**src/rtl/i2c_bus_mon_if.sv**
```systemverilog
// Pad-side and status signals of the I2C line monitor.
// The master side drives enable and raw pads; the slave side is the monitor itself.
interface i2c_bus_mon_if;
    logic       en;
    logic       scl_in;
    logic       sda_in;
    logic [7:0] i2ctrans;
    logic       bus_busy;

    modport master (
        output en,
        output scl_in,
        output sda_in,
        input  i2ctrans,
        input  bus_busy
    );

    modport slave (
        input  en,
        input  scl_in,
        input  sda_in,
        output i2ctrans,
        output bus_busy
    );
endinterface

```
**src/rtl/i2c_bus_mon.sv**
```systemverilog
// I2C line monitor: synchronises and glitch-filters SCL/SDA, derives edge and
// START/STOP pulses, and tracks bus-busy including the idle-bus timeout.
module i2c_bus_mon #(
    parameter int SYNC_STAGES = 2,
    parameter int FILT_LEN    = 3,
    parameter int BUSFREE_CYC = 64
) (
    input  logic          clk,
    input  logic          rst,
    i2c_bus_mon_if.slave  bus
);

    localparam int CNT_W  = $clog2(FILT_LEN + 1);
    localparam int FREE_W = (BUSFREE_CYC > 1) ? $clog2(BUSFREE_CYC) : 1;
    localparam logic [CNT_W-1:0]  CNT_LAST  = CNT_W'(FILT_LEN - 1);
    localparam logic [FREE_W-1:0] FREE_LAST = FREE_W'(BUSFREE_CYC - 1);

    typedef enum logic {
        ST_FREE = 1'b0,
        ST_BUSY = 1'b1
    } state_t;

    // Index 0 is SCL, index 1 is SDA throughout.
    logic [1:0] raw_line;
    logic [1:0] s_line;
    logic [1:0] f_line;
    logic [1:0] fd_line;
    logic [1:0] rise_line;
    logic [1:0] fall_line;

    logic start_pulse;
    logic stop_pulse;
    logic busy;

    state_t            state_reg;
    state_t            state_next;
    logic [FREE_W-1:0] free_reg;
    logic [FREE_W-1:0] free_next;

    assign raw_line = {bus.sda_in, bus.scl_in};

    genvar gi;
    generate
        for (gi = 0; gi < 2; gi++) begin : g_line
            logic [SYNC_STAGES-1:0] sync_reg;
            logic [CNT_W-1:0]       cnt_reg;
            logic [CNT_W-1:0]       cnt_next;
            logic                   f_reg;
            logic                   f_next;
            logic                   fd_reg;

            always_ff @(posedge clk) begin
                if (rst) begin
                    sync_reg <= '1;
                end else begin
                    sync_reg <= {sync_reg[SYNC_STAGES-2:0], raw_line[gi]};
                end
            end

            assign s_line[gi] = sync_reg[SYNC_STAGES-1];

            // Level only follows the synchronised line after FILT_LEN
            // consecutive disagreeing samples; any agreement restarts the count.
            always_comb begin
                f_next   = f_reg;
                cnt_next = '0;
                if (!bus.en) begin
                    f_next = 1'b1;
                end else if (s_line[gi] == f_reg) begin
                    cnt_next = '0;
                end else if (cnt_reg == CNT_LAST) begin
                    f_next = s_line[gi];
                end else begin
                    cnt_next = cnt_reg + 1'b1;
                end
            end

            always_ff @(posedge clk) begin
                if (rst) begin
                    f_reg   <= 1'b1;
                    cnt_reg <= '0;
                    fd_reg  <= 1'b1;
                end else begin
                    f_reg   <= f_next;
                    cnt_reg <= cnt_next;
                    fd_reg  <= bus.en ? f_reg : 1'b1;
                end
            end

            assign f_line[gi]    = f_reg;
            assign fd_line[gi]   = fd_reg;
            assign rise_line[gi] = f_reg & ~fd_reg;
            assign fall_line[gi] = ~f_reg & fd_reg;
        end
    endgenerate

    // SCL must be high both before and after the SDA edge; a simultaneous
    // SCL flip leaves one of f/fd low and suppresses the condition.
    assign start_pulse = fall_line[1] & f_line[0] & fd_line[0];
    assign stop_pulse  = rise_line[1] & f_line[0] & fd_line[0];

    always_comb begin
        state_next = state_reg;
        free_next  = '0;
        if (!bus.en) begin
            state_next = ST_FREE;
        end else begin
            case (state_reg)
                ST_FREE: begin
                    if (start_pulse) begin
                        state_next = ST_BUSY;
                    end
                end
                ST_BUSY: begin
                    if (start_pulse) begin
                        state_next = ST_BUSY;
                    end else if (stop_pulse) begin
                        state_next = ST_FREE;
                    end else if (free_reg == FREE_LAST) begin
                        state_next = ST_FREE;
                    end else if (f_line[0] & f_line[1]) begin
                        free_next = free_reg + 1'b1;
                    end
                end
                default: begin
                    state_next = ST_FREE;
                end
            endcase
        end
    end

    always_ff @(posedge clk) begin
        if (rst) begin
            state_reg <= ST_FREE;
            free_reg  <= '0;
        end else begin
            state_reg <= state_next;
            free_reg  <= free_next;
        end
    end

    assign busy = (state_reg == ST_BUSY);

    assign bus.i2ctrans = {busy, s_line[0], stop_pulse, start_pulse,
                           fall_line[0], rise_line[0], f_line[1], f_line[0]};
    assign bus.bus_busy = busy;

endmodule

```
**src/flat_wrapper.sv**
```systemverilog
// flat-port wrapper written by rule: the top's interface ports become plain ports
module i2c_bus_mon_flat 
#(
    parameter int SYNC_STAGES = 2,
    parameter int FILT_LEN    = 3,
    parameter int BUSFREE_CYC = 64
)
  (clk, rst, bus_en, bus_scl_in, bus_sda_in, bus_i2ctrans, bus_bus_busy);
  i2c_bus_mon_if bus_i ();
  input  logic clk;
  input  logic rst;
  input wire logic [$bits(bus_i.en)-1:0] bus_en;
  input wire logic [$bits(bus_i.scl_in)-1:0] bus_scl_in;
  input wire logic [$bits(bus_i.sda_in)-1:0] bus_sda_in;
  output wire logic [$bits(bus_i.i2ctrans)-1:0] bus_i2ctrans;
  output wire logic [$bits(bus_i.bus_busy)-1:0] bus_bus_busy;
  assign bus_i.en = bus_en;
  assign bus_i.scl_in = bus_scl_in;
  assign bus_i.sda_in = bus_sda_in;
  assign bus_i2ctrans = bus_i.i2ctrans;
  assign bus_bus_busy = bus_i.bus_busy;
  i2c_bus_mon #(.SYNC_STAGES(SYNC_STAGES), .FILT_LEN(FILT_LEN), .BUSFREE_CYC(BUSFREE_CYC)) u_core (.clk(clk), .rst(rst), .bus(bus_i));
endmodule
```
**config.mk**
```make
export PLATFORM = sky130hd
export DESIGN_NAME = i2c_bus_mon_flat
export DESIGN_NICKNAME = d
export VERILOG_FILES = /design/src/rtl/i2c_bus_mon_if.sv /design/src/rtl/i2c_bus_mon.sv /design/src/flat_wrapper.sv
export SDC_FILE = /design/constraint.sdc
export NUM_CORES = 1
export LEC_CHECK = 0
export CORE_MARGIN = 4
export CORE_UTILIZATION = 45
export CTS_CLUSTER_DIAMETER = 200
export CTS_CLUSTER_SIZE = 12
export DETAILED_ROUTE_END_ITERATION = 16
export DONT_BUFFER_PORTS = 1
export GPL_TIMING_DRIVEN = 0
export SLEW_MARGIN = 10
export SYNTH_ARGS = -nofsm -noshare
export SYNTH_HDL_FRONTEND = slang
export SYNTH_SLANG_ARGS = --single-unit
```
**constraint.sdc**
```tcl
create_clock -name clk -period 1.2 [get_ports clk]
set_input_delay 0.12 -clock clk [delete_from_list [all_inputs] [get_ports clk]]
set_output_delay 0.12 -clock clk [all_outputs]
set_load 0.02 [all_outputs]
```
Word-level counts from Yosys, hierarchy flattened:

Cells that the tools add are included.
W data, S select, Z words.

* bitwise gates (word level): 18
* muxes and demuxes: 5
* reduce and logical (&&, ||, !) cells: 6
* equal/unequal tests: 5
* add/sub/neg operators: 3

Operators by type and width (count)
* $and A1 B1 Y1: 9
* $not A1 Y1: 9
* $reduce_or A4 Y1: 2
* $reduce_or A7 Y1: 1
* $add A6 B1 Y6 const B: 1
* $eq A6 B6 Y1 const B: 1
* $add A2 B1 Y2 const B: 2
* $eq A2 B2 Y1 const B: 2
* $mux W1: 4
* $reduce_and A2 Y1: 2
* $eq A1 B1 Y1: 2
* $pmux W1 S2: 1
* $reduce_or A2 Y1: 1

* flip-flop bits (word level): 19
* input port bits: 5
* output and inout port bits: 9

Depth between registers and ports, before layout:

* depth after elaboration: 7
* depth in mapped cells: 4
* depth with buffers taken out: 4

Least setup slack after synthesis:

Ideal clock, no wire load.

* path kind: flip-flop to flip-flop
* start: register u_core.free_reg[0]
* end: register u_core.free_reg[3]
* slack: 134 ps
* path buffers: 0
* arrival time: 939 ps
* data required time: 1072 ps
* cell stages (with the launch flop): 5
* clock period less this slack: 1066 ps
* library setup time: 128 ps
* cells stage by stage: dfxtp_1 ha_1 nand3_1 nor2_1 nor3_1

* cells in the longest elaborated chain, start to end: 2
* elaborated cells between the ends (all ways): 3

Ends and longest elaborated chain
* from (decl): line i2c_bus_mon.sv:37 `logic [FREE_W-1:0] free_reg;`
* from (signal assigned): line i2c_bus_mon.sv:138 `free_reg <= free_next;`
* parallel branches: the longest is 2 deep, another holds $add A6 B1 Y6

Several ways; the timed one is not identified.
A chain may end at the register's enable or synchronous reset.

Worst setup path after layout:

* start: register u_core.g_line[0].f_reg
* end: output bus_i2ctrans[2]

* cells in the longest elaborated chain, start to end: 1

Ends and longest elaborated chain
* from (decl): line i2c_bus_mon.sv:48 `logic f_reg;`
* from (signal assigned): line i2c_bus_mon.sv:84 `f_reg <= f_next;`
* $and A1 B1 Y1: line i2c_bus_mon.sv:92 `assign rise_line[gi] = f_reg & ~fd_reg;`
* to (decl): line flat_wrapper.sv:15 `output wire logic [$bits(bus_i.i2ctrans)-1:0] bus_i2ctrans;`

No other way between the ends.

==> results.md <==
* Run status: completed
* CP Capture Type: output port
* Max_cap viols at 0
* Mapped cell area at 762 sq um
* Worst Hold Launch: bus_en
* H-tree levels at 1
* DR iter-0 viols at 4
* Max Clk Rate at 858 MHz
* CTS buffer count at 3
* Crit-path max FO at 8
* Switch Pwr at 0.000215 W
* Clk slew on worst S/H paths at 0.10 ns
* Worst-Margin Slew at 0.398 ns
* Worst setup SP type: flip-flop
* Pint at 0.000780 W
* DRT Wirelength at 1.15 mm
* Leak at 0.347 nW
* CP required at 1.08 ns
* All-Layer GR Usage at 0.101
* Clock network power share at 0.329
* Hold_ws at 0.0235 ns
* Io pins at 14
* Seq pwr share at 0.639
* Sw Share at 0.216
* Skew-Pair Late Insertion Delay at 0.30 ns
* # clock sinks at 19
* Worst slew margin at 0.734
* Die ar. at 0.00242 sq mm
* CP Class: reg -> out
* Number of port buffers at 0
* CP max stage cell: dfxtp_4
* Setup violators final at 0
* Maximum vdd drop at 1.03 mV
* Setup tns final at 0 ns
* Crit path arrival time at 1.05 ns
* Syn nets at 84
* Post-DP HPWL at 781 um
* Initial antenna violation count at 0
* Final worst slack at 0.0339 ns
* DRC Markers at 0
* CP max stage delay at 0.39 ns
* Commonest non-fill, non-tap cell in the layout: dfxtp_1
* Post-synth top area share at 0.499
* Final GP Congestion at 0.712
* Largest net degree at the start of global routing at 13
* Vias in the first global route at 434
* Die H at 49.2 um
* Synthesized instance count at 76
* Setup Slack @ Placement at -0.00224 ns
* Share of layout cells above drive strength 1 at 0.341
* Core Rows at 14
* Vias at 507
* Antenna Nets Post-Route at 0
* CP top delay family: flip-flops
* Core Area at 0.00156 sq mm
* First-pass GRT wire length at 1.88 mm
* Reg area at 392 sq um
* Drt first pass iters at 4
* Multi-input combinational cell area at 349 sq um
* Synth area leaders: dfxtp_1, buf_4, ha_1
* WHS Endpoint: u_core.bus.bus_busy$_SDFF_PP0_
* Fillers at 133
* Total gr overflow at 0
* Minimum clock period at 1.17 ns
* Final Max Slew Viols at 0
* Worst r2r src: u_core.g_line[1].cnt_reg[0]$_SDFF_PP0_
* Largest register FFs at 6
* Initial Util at 0.489
* Fin. Hold Viols at 0
* Period utilization at 0.972
* Yosys warns at 0
* Number of synthesized register bits at 19
* Die W at 49.2 um
* Root Buffer: clkbuf_4
* Final #Nets at 97
* Hold path depth at 2
* Most frequent cells in the layout: dfxtp_1, buf_4, nor2_1
* Vias per inst at 4.88
* Avg WL per Cell at 11.0 um
* # diodes at 0
* Reg2reg path depth at 4
* CTS tree: done
* Netlist cell types at 25
* Combinational power share at 0.032
* Area delta synth->final at 21.3%
* RR Endpoint: u_core.g_line[1].cnt_reg[0]$_SDFF_PP0_
* WP buf/inv at 0
* R2r setup slk at 0.06 ns
* CP Cell Sequence: nor2b_1
* Worst min-delay path class: in -> reg
* Pwr/cell area at 1080 mW/mm^2
* Layout Skew at 0.00841 ns
* RSZ-0062 raised after global routing: true
* Yosys top cell by area: dfxtp_1
* Max clock buf depth at 2
* Mean Syn Cell Area at 10.0 sq um
* Seq/Total Area, Yosys at 0.499
[layer usage]
metal / vias up / GRT usage / wire length, um / share of wire
met1: 219 / 0.131 / 562 / 0.49
li1: 270 / - / - / -
met2: 16 / 0.134 / 450 / 0.39
met3: 2 / 0.0673 / 120 / 0.10
met5: - / 0 / 0 / 0
met4: 0 / 0.0284 / 12 / 0.010
[metrics by stage]
step / instances / power (W) / area, sq um / util
2_1_floorplan: 76 / 0.000672 / 762 / -
3_3_place_gp: 92 / 0.000675 / 782 / 0.502
3_5_place_dp: 92 / 0.000676 / 782 / 0.502
4_1_cts: 101 / 0.00101 / 867 / 0.556
5_1_grt: 104 / 0.00104 / 925 / 0.593
6_report: 104 / 0.000995 / 925 / 0.593
[kinds of logic after synthesis]
family,share of synthesized area
DFF,0.499
buffers and inverters,0.0788
xor gates and xnor gates,0.0575
adders and majority gates,0.0493
AOI/OAI and AO/OA,0.0394
muxes,0.0263
and+or+nand+nor,0.250
[Yosys cell counts, drive strengths merged]
cell type / number
nor3: 2
o211ai: 1
nand4: 1
mux2i: 2
o21ai: 1
nand3: 2
xnor2: 3
nand2: 4
or3: 3
nand4b: 2
nor2: 7
a21oi: 1
or2: 4
ha: 3
nor3b: 1
buf: 6
inv: 4
and2: 1
nor2b: 2
nand2b: 1
and2b: 1
a211oi: 1
or2b: 2
xor2: 2
dfxtp: 19
[area by class of cell]
cell class	instances	area share
Multi-Input combinational cell	47	0.378
Clock buffer	3	0.0244
Buffer	6	0.0528
Tap cell	16	0.0217
Inverter	4	0.0162
Timing Repair Buffer	8	0.0758
Sequential cell	19	0.424
Clock inverter	1	0.00812
[power groups by stage]
stage / Sequential (W) / Clock [W] / Combinational (W)
2_1_floorplan: 0.000655 / 0 / 0.0000175
3_3_place_gp: 0.000655 / 0 / 0.0000202
3_5_place_dp: 0.000655 / 0 / 0.0000203
4_1_cts: 0.000639 / 0.000339 / 0.0000317
5_1_grt: 0.000637 / 0.000365 / 0.0000353
6_report: 0.000636 / 0.000327 / 0.0000317
[worst max path at each step]
stage,start,end,cells past startpoint
3_5_place_dp,u_core.free_reg[0]$_SDFF_PP0_,u_core.free_reg[3]$_SDFF_PP0_,4
2_1_floorplan,u_core.free_reg[0]$_SDFF_PP0_,u_core.free_reg[3]$_SDFF_PP0_,4
5_1_grt,u_core.g_line[0].f_reg$_SDFFE_PP1P_,bus_i2ctrans[2],1
3_3_place_gp,u_core.free_reg[0]$_SDFF_PP0_,u_core.free_reg[3]$_SDFF_PP0_,4
6_report,u_core.g_line[0].f_reg$_SDFFE_PP1P_,bus_i2ctrans[2],1
4_1_cts,u_core.g_line[0].f_reg$_SDFFE_PP1P_,bus_i2ctrans[2],1
[timing repair]
action,4_1_cts,5_1_grt
hold endpoints to repair,6,0
pin swaps,1,0
buffers inserted,1,3
setup endpoints to repair,8,10
resized for setup,4,10
hold buffers,4,0
Note: power is estimated with default switching activity, not from simulation.
